## config.mk

```make
export PLATFORM = sky130hd
export DESIGN_NAME = button_input_conditioner
export DESIGN_NICKNAME = d
export VERILOG_FILES = /design/src/rtl/button_pkg.sv /design/src/rtl/button_input_conditioner_sync_chain.sv /design/src/rtl/button_input_conditioner.sv
export SDC_FILE = /design/constraint.sdc
export NUM_CORES = 1
export LEC_CHECK = 0
export ABC_CLOCK_PERIOD_IN_PS = 1600
export CAP_MARGIN = 15
export CORE_MARGIN = 2
export CORE_UTILIZATION = 50
export CTS_BUF_LIST = sky130_fd_sc_hd__clkbuf_16
export DETAILED_ROUTE_END_ITERATION = 8
export PLACE_DENSITY = 0.82
export SYNTH_ARGS = -nofsm -noshare
export SYNTH_HDL_FRONTEND = slang
export SYNTH_SLANG_ARGS = --single-unit
```

## constraint.sdc

```tcl
create_clock -name clk -period 1.6 [get_ports clk]
set_clock_uncertainty 0.1 [all_clocks]
set_input_delay 0.24 -clock clk [delete_from_list [all_inputs] [get_ports clk]]
set_output_delay 0.24 -clock clk [all_outputs]
set_load 0.1 [all_outputs]
```

## src/rtl/button_pkg.sv

```systemverilog
// Shared constants and helpers for the push-button input conditioner.
package button_pkg;

    localparam int DEFAULT_SYNC_STAGES     = 2;
    localparam int DEFAULT_DEBOUNCE_CYCLES = 240_000;

    // Counter must hold 0 .. cycles-1 without wrapping.
    function automatic int cnt_width(input int cycles);
        return (cycles < 1) ? 1 : $clog2(cycles + 1);
    endfunction

endpackage

```

## src/rtl/button_input_conditioner_sync_chain.sv

```systemverilog
// N-flop synchronizer bringing an asynchronous level into the clk domain.
module sync_chain #(
    parameter int STAGES = 2
) (
    input  logic clk,
    input  logic rst,
    input  logic d,
    output logic q
);

    logic [STAGES-1:0] chain;

    always_ff @(posedge clk or posedge rst) begin
        if (rst) begin
            chain <= '0;
        end else begin
            chain <= {chain[STAGES-2:0], d};
        end
    end

    assign q = chain[STAGES-1];

endmodule

```

## src/rtl/button_input_conditioner.sv

```systemverilog
// Synchronizes and debounces one raw button level, producing a clean
// level plus one-cycle press/release/change strobes.
module button_input_conditioner
    import button_pkg::*;
#(
    parameter int SYNC_STAGES     = DEFAULT_SYNC_STAGES,
    parameter int DEBOUNCE_CYCLES = DEFAULT_DEBOUNCE_CYCLES
) (
    input  logic clk,
    input  logic rst,
    input  logic in,
    output logic button_sync,
    output logic button_state,
    output logic button_event,
    output logic button_pressed,
    output logic button_released
);

    localparam int CW = cnt_width(DEBOUNCE_CYCLES);
    localparam logic [CW-1:0] CNT_MAX = CW'(DEBOUNCE_CYCLES - 1);

    logic          state;
    logic [CW-1:0] cnt;

    sync_chain #(
        .STAGES(SYNC_STAGES)
    ) u_sync (
        .clk(clk),
        .rst(rst),
        .d  (in),
        .q  (button_sync)
    );

    // Any sample agreeing with the current level restarts qualification.
    always_ff @(posedge clk or posedge rst) begin
        if (rst) begin
            state           <= 1'b0;
            cnt             <= '0;
            button_event    <= 1'b0;
            button_pressed  <= 1'b0;
            button_released <= 1'b0;
        end else begin
            button_event    <= 1'b0;
            button_pressed  <= 1'b0;
            button_released <= 1'b0;
            if (button_sync == state) begin
                cnt <= '0;
            end else if (cnt == CNT_MAX) begin
                state           <= button_sync;
                cnt             <= '0;
                button_event    <= 1'b1;
                button_pressed  <= button_sync;
                button_released <= ~button_sync;
            end else begin
                cnt <= cnt + 1'b1;
            end
        end
    end

    assign button_state = state;

endmodule

```

==> run_results.csv, run 1 <==
group,metric,value,unit
worst_setup_path,worst-path-stages,5,
clock_tree,cts_max_path_buffers,2,
logic_synthesis,ys_top_cells_by_area,"dfrtp_1 (54%), xnor2_1 (5.5%), nor2_1 (5.1%)",
die,die_w,51.14,um
worst_setup_path,path_cells,"ha_4 > nand3_4 > or2_4 > or4_4 > a21oi_2",
die,start_util,51.72,%
power,leakagePower,0.7191,nW
die,die-area,2615,sq um
cells_and_area,syn2layout_area_growth,54.28,%
sta,min_period_over_period,106.9,%
worst_setup_path,max_stage_delay,0.48,ns
drt,wirelength,2911,um
worst_setup_path,critPathTopFamily,"simple AND/OR/NAND/NOR gates",
worst_setup_path,cp_slowest_cell,"or4_4",
logic_synthesis,synth_seq_cells,24,
power,switchingPower,283.1,uW
cells_and_area,final_cell_mix,"buf_4 (29), dfrtp_1 (22), nor2_2 (12)",
worst_setup_path,r2r_slack,-0.11,ns
clock_tree,clk_latency,0.26,ns
logic_synthesis,syn_area,1111,sq um
placement,dp_hpwl,1978,um
placement,post-place-ws,-0.1128,ns
clock_tree,cts_sinks,24,
sta,min_period,1.710,ns
sta,setup_viol,17,
placement,place_area,1501,sq um
worst_hold_path,holdCritPathClass,"input pin to asynchronous set/reset pin",
cells_and_area,fin_nets,151,
clock_tree,cts_tree,"yes",
sta,rsz0062_at_grt,"yes",
power,cellPowerDensity,747.4,nW/um^2
die,core.rowCount,17,
cells_and_area,fin_util,79.79,%
worst_setup_path,path_class,"flip-flop to flip-flop",
sta,setup_ws,-0.1105,ns
outcome,status,"complete, but fails checks",
drt,viasPerCell,5.517,
clock_tree,cts.clk_slew.worst_paths,0.06,ns
worst_setup_path,r2r_cells,5,
cells_and_area,num_antenna_cells,0,
clock_tree,h-tree-depth,1,
die,boundaryPins,8,
drt,routedWlPerCell,16.73,um
power,total_power,1.281,mW
die,core_region_area,2148,sq um
drt,antenna_left,0,
grt,grt.total_usage,26.45,%
worst_setup_path,worst_ep_required_time,1.69,ns
worst_setup_path,crit_fanout,4,
worst_setup_path,cp-end-kind,"flip-flop",
logic_synthesis,yosys.area.top_type,"dfrtp_1",
sta,worstMarginPinSlew,0.3341,ns
grt,grt_overflow,0,
logic_synthesis,synth_top_cell_area_share,54.05,%
run,drv_cap,0,
worst_setup_path,r2r-start,"cnt[1]",
logic_synthesis,synth.distinct_cells,29,
drt,first_pass_iters,4,
placement,globalplace.congestion,0.8286,
drt,drc,0,
power,power_frac_comb,7.8,%
logic_synthesis,seq_area_frac_synth,54.05,%
placement,port_buffers,7,
worst_setup_path,rr_endpoint,"cnt[16]",
power,internal_power,998.1,uW
cells_and_area,post-route-cell-area,1714,sq um
outcome,violations,"negative setup slack",
logic_synthesis,synth_warnings,0,
grt,antenna_found_initial,0,
sta,setup_tns,-1.404,ns
power,seq_power_share,48.9,%
grt,grt_max_degree,25,
clock_tree,cts_made_buffers,3,
drt,drt_iter0_drc,8,
worst_setup_path,cp_num_buf_inv,0,
worst_setup_path,worstPathArrival,1.81,ns
power,swShare,22.10,%
sta,slew-limit-headroom,77.52,%
cells_and_area,mostFrequentLayoutCell,"buf_4",
grt,grt_pass1_vias,1021,
die,die_h,51.14,um
logic_synthesis,syn_inst,105,
worst_setup_path,worst_setup_path_start_kind,"flip-flop",
power,ir_drop,683.0,uV
cells_and_area,layout-drive-gt1-share,50.00,%
drt,vias,960,
sta,finalMaxSlewViolations,0,
sta,max_freq,584.6,MHz
sta,hold_violations,0,
logic_synthesis,syn_nets,109,
logic_synthesis,synth.avg_cell_area,10.58,sq um
grt,grt_pass1_wl,4850,um
power,p_clk_share,43.3,%
clock_tree,root_buffer,"clkbuf_16",
## tightest hold or removal path: stages
cell and delay, ns:
clkdlybuf4s50_1 0.40, inv_1 0.05, buf_4 0.30
## repair_timing
action,in CTS,in global routing
hold buffers,0,0
hold endpoints to repair,0,0
gates resized for setup,15,14
pin swaps,13,5
setup endpoints to repair,17,21
setup buffers,2,2
## synthesized netlist by cell type
cell / n
a21oi_1: 4
and3_1: 2
and4_1: 1
and4b_1: 1
and4bb_2: 1
buf_2: 2
clkbuf_1: 1
dfrtp_1: 24
ha_1: 1
inv_1: 3
mux2_2: 1
nand2_1: 6
nand3_1: 6
nand4_1: 4
nand4_2: 2
nor2_1: 15
nor3_1: 2
nor3b_1: 2
nor4_1: 1
nor4bb_1: 1
o21ai_0: 2
o31ai_1: 2
o31ai_2: 1
or2_0: 1
or2_1: 1
or3_1: 3
or4_1: 2
xnor2_1: 7
xor2_1: 6
## metal layers
metal	vias up	GRT usage [%]	part of all wire (%)
met3	13	6.433	3.5
li1	449	-	-
met5	-	0	0
met4	0	13.96	4.2
met2	24	46.54	54
met1	474	29.23	38
## power groups by stage
stage	Combinational [mW]	Sequential (mW)	Clock, mW
floorplan	0.0307	0.646	0
global placement	0.0757	0.636	0
detailed placement	0.0822	0.638	0
CTS	0.0915	0.626	0.555
global route	0.106	0.628	0.586
finish	0.0999	0.627	0.554
## final cells by class
| type | instances | area, sq um |
|---|---|---|
| clock buffers | 3 | 75.07 |
| repair buffers | 40 | 382.9 |
| multi-input cells | 75 | 603.1 |
| inverters | 3 | 11.26 |
| fillers | 123 | 434.2 |
| clock inverters | 1 | 3.754 |
| well taps | 28 | 35.03 |
| flip-flops and latches | 24 | 603.1 |
## registers in the layout, summed over array words and instances (netlist names)
signal and count:
button_released 1, u_sync.chain 2, cnt 18, button_event 1, button_pressed 1, button_state 1
## per-stage QoR
stage / cells / hold WS [ns]
floorplan: 105 / 0.1545
CTS: 172 / 0.2396
global placement: 166 / 0.2440
global route: 174 / 0.2582
finish: 174 / 0.2277
detailed placement: 166 / 0.2542
## how the worst max path moves through the flow
stage / start / to
floorplan: cnt[0] / cnt[16]
global placement: cnt[1] / cnt[16]
detailed placement: cnt[1] / cnt[16]
CTS: cnt[0] / cnt[16]
global route: cnt[0] / cnt[16]
finish: cnt[1] / cnt[16]
## logic make-up after synthesis
logic type / count (synthesis) / share of synthesized area [%]
AO/OA/AOI/OAI: 9 / 5.180
flip-flops: 24 / 54.05
adder cells (fa/ha/maj): 1 / 1.126
XOR/XNOR: 13 / 10.25
multiplexers: 1 / 1.013
buffers and inverters: 6 / 2.252
AND/OR/NAND/NOR: 51 / 26.13
(Power assumes the default switching activity.)
==> run 2, diff against run 1 <==
--- a/config.mk
+++ b/config.mk
@@ -8,9 +8,10 @@
 export ABC_CLOCK_PERIOD_IN_PS = 1600
 export CAP_MARGIN = 15
 export CORE_MARGIN = 2
-export CORE_UTILIZATION = 50
+export CORE_UTILIZATION = 54
 export CTS_BUF_LIST = sky130_fd_sc_hd__clkbuf_16
 export DETAILED_ROUTE_END_ITERATION = 8
+export DONT_BUFFER_PORTS = 1
 export PLACE_DENSITY = 0.82
 export SYNTH_ARGS = -nofsm -noshare
 export SYNTH_HDL_FRONTEND = slang
==> run_results.csv, run 2 (synthesis results as in run 1) <==
group,metric,value,unit
outcome,status,"complete, but fails checks",
outcome,violations,"negative setup slack",
power,total_power,1.419,mW
cells_and_area,syn2layout_area_growth,47.75,%
die,start_util,57.22,%
worst_setup_path,cp-end-kind,"flip-flop",
clock_tree,h-tree-depth,1,
clock_tree,clk_latency,0.26,ns
cells_and_area,layout-drive-gt1-share,41.22,%
sta,min_period,1.789,ns
grt,grt_overflow,0,
cells_and_area,fin_util,84.54,%
clock_tree,cts_made_buffers,3,
worst_setup_path,crit_fanout,3,
grt,grt_pass1_wl,4650,um
cells_and_area,post-route-cell-area,1642,sq um
grt,antenna_found_initial,0,
cells_and_area,final_cell_mix,"buf_4 (38), dfrtp_1 (22), nor2_1 (14)",
worst_hold_path,holdCritPathClass,"flip-flop to flip-flop",
cells_and_area,finalNonFillerCells,175,
cells_and_area,fin_nets,153,
die,boundaryPins,8,
drt,viasPerCell,5.663,
cells_and_area,largest_register_ffs,18,
worst_setup_path,worst_ep_required_time,1.69,ns
grt,grt_pass1_vias,967,
worst_setup_path,path_cells,"buf_4 > ha_4 > nand3_2 > or2_4 > or4_4 > a21oi_2",
placement,port_buffers,0,
sta,hold_violations,0,
drt,drt_iter0_drc,32,
clock_tree,cts_sinks,24,
clock_tree,cts_tree,"yes",
sta,worstMarginPinSlew,0.3565,ns
die,die-area,2436,sq um
cells_and_area,top_regs,"cnt: 18 flops, u_sync.chain: 2 flops",
sta,setup_viol,22,
grt,use_met1,30.28,%
sta,setup_ws,-0.1894,ns
worst_setup_path,worst_setup_path_start_kind,"flip-flop",
sta,setup_tns,-2.592,ns
grt,grtUsageMet3,4.908,%
cells_and_area,top_register,"cnt",
power,leakagePower,0.7341,nW
sta,finalMaxSlewViolations,0,
sta,slew-limit-headroom,76.02,%
drt,antenna_left,0,
drt,drc,0,
placement,globalplace.congestion,0.9116,
run,drv_cap,0,
worst_setup_path,worstPathArrival,1.88,ns
clock_tree,cts.clk_slew.worst_paths,0.06,ns
drt,vias,991,
placement,place_area,1385,sq um
power,ir_drop,981.1,uV
sta,rsz0062_at_grt,"yes",
drt,routedWlPerCell,16.99,um
clock_tree,cts_max_path_buffers,2,
grt,grt_util_met2,47.07,%
worst_setup_path,cp_slowest_cell,"or4_4",
die,die_w,49.36,um
worst_setup_path,max_stage_delay,0.48,ns
cells_and_area,num_antenna_cells,0,
die,core_region_area,1942,sq um
placement,dpl.cell_count,157,
grt,grt_max_degree,25,
sta,max_freq,558.8,MHz
grt,top_usage_layer,"met2",
clock_tree,root_buffer,"clkbuf_16",
sta,min_period_over_period,111.8,%
die,die_h,49.36,um
cells_and_area,mostFrequentLayoutCell,"buf_4",
placement,dp_hpwl,1757,um
power,cellPowerDensity,864.3,nW/um^2
die,core.rowCount,16,
grt,grt.total_usage,26.16,%
drt,wirelength,2974,um
worst_setup_path,cp_num_buf_inv,1,
drt,first_pass_iters,4,
worst_setup_path,path_class,"flip-flop to flip-flop",
worst_setup_path,r2r_slack,-0.19,ns
worst_setup_path,critPathTopFamily,"simple AND/OR/NAND/NOR gates",
## run 2: changes by cell type in the layout (fill, tap and decap cells not counted), moves of 2 or more
cell / before / now
clkdlybuf4s50_1: 2 / 0
nor2_2: 12 / 1
a21oi_2: 3 / 1
nor2_1: 3 / 14
a21oi_1: 1 / 3
dlygate4sd3_1: 0 / 2
buf_12: 5 / 1
buf_6: 4 / 1
buf_4: 29 / 38
## run 2: final cells by class
type / instances / area [sq um]
inverters: 3 / 11.26
multi-input cells: 75 / 551.8
repair buffers: 42 / 336.6
clock buffers: 3 / 75.07
clock inverters: 1 / 30.03
flip-flops and latches: 24 / 603.1
well taps: 27 / 33.78
fillers: 103 / 300.3
## run 2: per-layer routing
metal,wire [um],up-vias
met5,0,-
met4,75,0
met3,86,11
met2,1611,21
met1,1201,503
li1,-,456
## run 2: final timing paths
path	startpoint	to	depth (start not counted)
setup / recovery	cnt[0]	cnt[16]	6
hold / removal	u_sync.chain[0]	u_sync.chain[1]	0
setup reg to reg	cnt[0]	cnt[16]	6
hold reg to reg	u_sync.chain[0]	u_sync.chain[1]	0
max in group asynchronous	rst	u_sync.chain[1]	3
min in group asynchronous	rst	cnt[11]	3
## run 2: timing repair
action	CTS	global route
pin swaps	5	6
resized for setup	5	5
buffers inserted	7	6
endpoints found under the hold margin	25	0
endpoints found under the setup margin	17	21
hold buffers	2	0
## run 2: worst reg2reg max path, delay by kind of cell (launching register included)
kind                     cells  cell delay, ns
flip-flops                   1            0.37
AND/OR/NAND/NOR              3            0.83
adder cells (fa/ha/maj)      1            0.15
buffers and inverters        1            0.13
AO/OA/AOI/OAI                1            0.13
## run 2: report_power, final
part | switching (mW) | total, mW | internal [mW]
registers | 0.00941 | 0.625 | 0.616
logic | 0.0462 | 0.0797 | 0.0336
clock network | 0.217 | 0.714 | 0.498
total | 0.272 | 1.42 | 1.15
## run 2: stage by stage
stage | setup slack (ns) | hold slack [ns]
3_5_place_dp | -0.1065 | 0.09427
3_3_place_gp | -0.01679 | 0.08567
4_1_cts | -0.08680 | 0.2781
2_1_floorplan | -0.04962 | 0.1545
5_1_grt | -0.2362 | 0.2846
6_report | -0.1894 | 0.2743
